$ cat config.mk
export PLATFORM = sky130hd
export DESIGN_NAME = c_distribute_mofn
export DESIGN_NICKNAME = d
export VERILOG_FILES = /design/src/rtl/c_distribute_mofn.sv
export SDC_FILE = /design/constraint.sdc
export NUM_CORES = 1
export LEC_CHECK = 0
export CAP_MARGIN = 20
export CORE_ASPECT_RATIO = 1.4
export CORE_MARGIN = 4
export CORE_UTILIZATION = 35
export DETAILED_ROUTE_END_ITERATION = 8
export PLACE_DENSITY = 0.82
export SYNTH_ARGS = -nofsm -noshare
export SYNTH_HDL_FRONTEND = slang
export SYNTH_SLANG_ARGS = --single-unit
$ cat constraint.sdc
create_clock -name clk -period 1.75 [get_ports clk]
set_input_delay 0.35 -clock clk [delete_from_list [all_inputs] [get_ports clk]]
set_output_delay 0.35 -clock clk [all_outputs]
set_load 0.01 [all_outputs]
$ cat src/rtl/c_distribute_mofn.sv
// One-entry multi-destination distributor: an accepted word is held until every port in its
// select mask has taken it; each port drains independently.
module c_distribute_mofn #(
    parameter int unsigned num_ports = 4,
    parameter int unsigned width     = 32
) (
    input  logic                         clk,
    input  logic                         reset,
    input  logic                         in_valid,
    output logic                         in_ready,
    input  logic [0:num_ports-1]         in_select,
    input  logic [0:width-1]             in_data,
    output logic [0:num_ports-1]         out_valid,
    input  logic [0:num_ports-1]         out_ready,
    output logic [0:num_ports*width-1]   out_data,
    output logic                         err_empty_select
);

    logic [0:width-1]     data_q, data_d;
    logic [0:num_ports-1] pend_q, pend_d;
    logic                 err_q, err_d;
    logic                 accept;

    always_comb begin
        // Ready once every still-pending port delivers this cycle; in_valid never feeds back.
        in_ready = ~|(pend_q & ~out_ready);
        accept   = in_valid & in_ready;
        pend_d   = pend_q & ~out_ready;
        data_d   = data_q;
        err_d    = 1'b0;
        if (accept) begin
            pend_d = in_select;
            data_d = in_data;
            err_d  = ~|in_select;
        end
    end

    always_ff @(posedge clk) begin
        if (reset) begin
            pend_q <= '0;
            data_q <= '0;
            err_q  <= 1'b0;
        end else begin
            pend_q <= pend_d;
            data_q <= data_d;
            err_q  <= err_d;
        end
    end

    assign out_valid        = pend_q;
    assign err_empty_select = err_q;

    for (genvar j = 0; j < num_ports; j++) begin : g_port
        assign out_data[j*width +: width] = data_q & {width{pend_q[j]}};
    end

endmodule
==> results.tsv <==
stage	metric	value	unit
run_status	outcome	finished, violations left	
run_status	failing checks	setup timing	
critical_path	flop2flop setup slack	0.11	ns
power	P_int	0.00151	W
power	Clk network pwr share	26.4	%
die	Rows	35	
worst_hold_path	hold endpoint	out_valid[2]$_SDFF_PP0_	
final_layout	synthesis-to-finish area growth	87.5	%
die	Die Ht	106	um
timing	max-slew violations	0	
drt	First DRT Iteration DRCs	89	
drt	routed wire length	9040	um
critical_path	critical path required time	1.40	ns
critical_path	Crit Path Class	reg2out	
worst_hold_path	Hold Path Class	in2reg	
global_routing	pin count of the biggest net entering global routing	34	
timing	final worst path period need	1.84	ns
timing	maximum clock frequency	0.543	GHz
die	DIE AREA	8230	sq um
yosys	Synth Area in Adders	0	%
global_routing	initial antenna violation count	0	
critical_path	CP Cell Sequence	buf_6 -> and2_1 -> clkdlybuf4s50_1	
die	IO Pins	177	
run	Max-Cap Viols	0	
timing	final hold violations	0	
yosys	yosys warns	0	
critical_path	CP max-delay cell	clkdlybuf4s50_1	
yosys	largest family of logic cells by synthesized area	simple AND/OR/NAND/NOR gates	
cts	clk sinks	37	
place	number of port buffers	176	
final_layout	Layout fillers	571	
yosys	mapped cell area	2390	sq um
drt	vias per std cell	4.73	
timing	fin crit share	105	%
yosys	Post-synth EDFFs	0	
global_routing	first-pass GRT wire length	13900	um
yosys	Synth Net Count	352	
final_layout	layout cells sized above 1	8.61	%
timing	Worst Tran Pin Value	0.308	ns
place	post-detail-place hpwl	6840	um
critical_path	R2R Path Start	out_valid[1]$_SDFF_PP0_	
final_layout	Antenna Cells	0	
worst_hold_path	hold_sp	out_ready[2]	
timing	Setup WS post-layout	-0.0920	ns
yosys	Simple-Gate Fraction of Synth Area	41.9	%
yosys	mux contribution to synthesized area	0	%
final_layout	Nets	530	
cts	root buffer cell	clkbuf_8	
timing	# setup viols final	30	
drt	drt pass-1 iters	4	
drt	routed wire length per instance	15.6	um
drt	via count	2744	
final_layout	cell area after layout	4480	sq um
cts	hold_buf cts	0	
critical_path	R2R Path End	data_q[13]$_SDFFE_PP0P_	
critical_path	cell family with most CP delay	buffers and inverters	
yosys	number of synthesized register bits	37	
power	total power draw	0.00212	W
cts	Max clock buf depth	2	
die	Die X	77.8	um
critical_path	Worst setup EP type	output pin	
yosys	synthesized area per cell	7.73	sq um
cts	Skew-Pair Late Insertion Delay	0.28	ns
critical_path	Max stage delay on crit path	0.54	ns
yosys	ys flop type	dfxtp_1	
critical_path	Buffers & Inverters on Critical Path	2	
cts	CTS buffer count	5	
critical_path	Worst R2R Path Depth	6	
power	Sw Ratio	28.6	%
critical_path	Crit path arrival time	1.49	ns
yosys	Async S/R FF share, synth	0	%
power	Leak	2.67	nW
drt	DRC viols	0	
critical_path	Max FO, Critical Path	17	
die	CORE AREA	6610	sq um
power	switching power total	0.000605	W
global_routing	vias in the first global route	2730	
final_layout	final cell count without fillers	580	
power	Seq pwr share	45.8	%
power	Gate power share	27.8	%
place	placed insts	565	
yosys	sequential element share of the synthesized area	31.0	%
yosys	cell count after synthesis	309	
drt	post-route ant nets	0	
power	PD cells	473	nW/um^2
yosys	Compound-Gate Fraction of Synth Area	19.5	%
global_routing	Tot GR Track Use	21.1	%
yosys	post-synthesis xor/xnor area fraction	0	%
timing	Setup TNS Final	-2.15	ns
critical_path	startpoint types	flip-flop	
timing	RSZ-0062 raised after global routing	true	
global_routing	GRT overflow	0	
die	Initial Utilization	36.1	%
cts	CTS tree	done	
timing	Slew HR	79.4	%
power	worst vdd ir	0.355	mV
cts	H-tree depth	2	
yosys	Distinct cells, synth	16	
cts	Reg clk slew, reported paths	0.07	ns
place	dpl cell area	4270	sq um
worst_hold_path	hold path depth	5	
place	gp weighted congestion	0.788	
timing	Clock Skew	0.00424	ns
sequential cells by signal, indices dropped and copies added (netlist names):
register          count
out_valid             4
data_q               32
err_empty_select      1
how the worst max path moves through the flow:
stage	depth (start not counted)	start	slack, ns	endpoint
2_1_floorplan	6	out_valid[1]$_SDFF_PP0_	0.26	data_q[0]$_SDFFE_PP0P_
3_3_place_gp	7	out_ready[0]	-0.36	data_q[14]$_SDFFE_PP0P_
3_5_place_dp	7	out_ready[0]	-0.41	data_q[9]$_SDFFE_PP0P_
4_1_cts	3	out_valid[0]$_SDFF_PP0_	-0.17	out_data[5]
5_1_grt	3	out_valid[0]$_SDFF_PP0_	-0.17	out_data[6]
6_report	3	out_valid[0]$_SDFF_PP0_	-0.09	out_data[10]
cell families (layout without fill, tap and decap cells):
kind of cell / after synthesis / count (layout)
simple gates: 172 / 172
compound gates: 68 / 68
flops: 37 / 37
buf+inv: 32 / 211
routing by layer:
layer / GRT usage (%) / vias up / wire (um)
met5: 0 / - / 0
li1: - / 1367 / -
met1: 22.9 / 1260 / 3460
met3: 4.44 / 6 / 487
met2: 39.9 / 111 / 4980
met4: 6.49 / 0 / 113
Yosys cell counts, types with 3 or more instances:
cell type / number / share of area, %
buf_6: 8 / 3.8
a21oi_1: 32 / 6.7
clkbuf_1: 22 / 3.5
nand2_1: 32 / 5.0
nor2_1: 4 / 0.63
nor2b_1: 4 / 1.0
a31o_1: 29 / 11
a31o_2: 3 / 1.1
dfxtp_1: 37 / 31
a31oi_1: 4 / 1.0
and2_1: 129 / 34
layout by cell type, fill, tap and decap left out, types with 4 or more instances in the layout:
master,count
dlymetal6s2s_1,36
a31o_1,29
buf_4,11
buf_6,8
nor2_1,4
buf_8,4
dlygate4sd2_1,65
a31oi_1,4
dfxtp_1,33
clkbuf_8,5
nor2b_1,4
clkdlybuf4s50_1,74
and2_1,128
nand2_1,32
a21oi_1,32
area by class of cell:
type	instances	area, sq um	share of cell area, %
Timing Repair Buffer	202	2060	46.0
Clock buffer	8	80.1	1.79
Sequential cell	37	753	16.8
Tap cell	92	115	2.57
Inverter	1	3.75	0.0838
Multi-Input combinational cell	240	1470	32.8
per-stage QoR:
stage | utilization [%] | setup slack (ns) | hold slack, ns
after detailed placement | 64.5 | -0.415 | 0.629
after global placement | 64.5 | -0.365 | 0.618
after floorplan | - | 0.264 | 0.422
after CTS | 65.7 | -0.172 | 0.643
after global routing | 67.7 | -0.168 | 0.585
final | 67.7 | -0.0920 | 0.548
worst min-delay path, delay by kind of cell:
kind	cells	cell delay (ns)
AOI/OAI and AO/OA	1	0.13
buffers and inverters	2	0.23
and+or+nand+nor	2	0.10
power by group through the flow:
stage               Sequential (W)  Clock (W)  Combinational (W)
floorplan                 0.000968          0           0.000287
global placement          0.000981          0           0.000562
detailed placement        0.000987          0           0.000573
CTS                       0.000971   0.000578           0.000586
global route              0.000982   0.000610           0.000637
finish                    0.000969   0.000559           0.000589
repair_timing:
item,4_1_cts,5_1_grt
gates cloned,3,0
gates resized for setup,83,49
endpoints found under the setup margin,166,67
pin swaps,0,1
setup buffers,2,2
(Power assumes the default switching activity.)
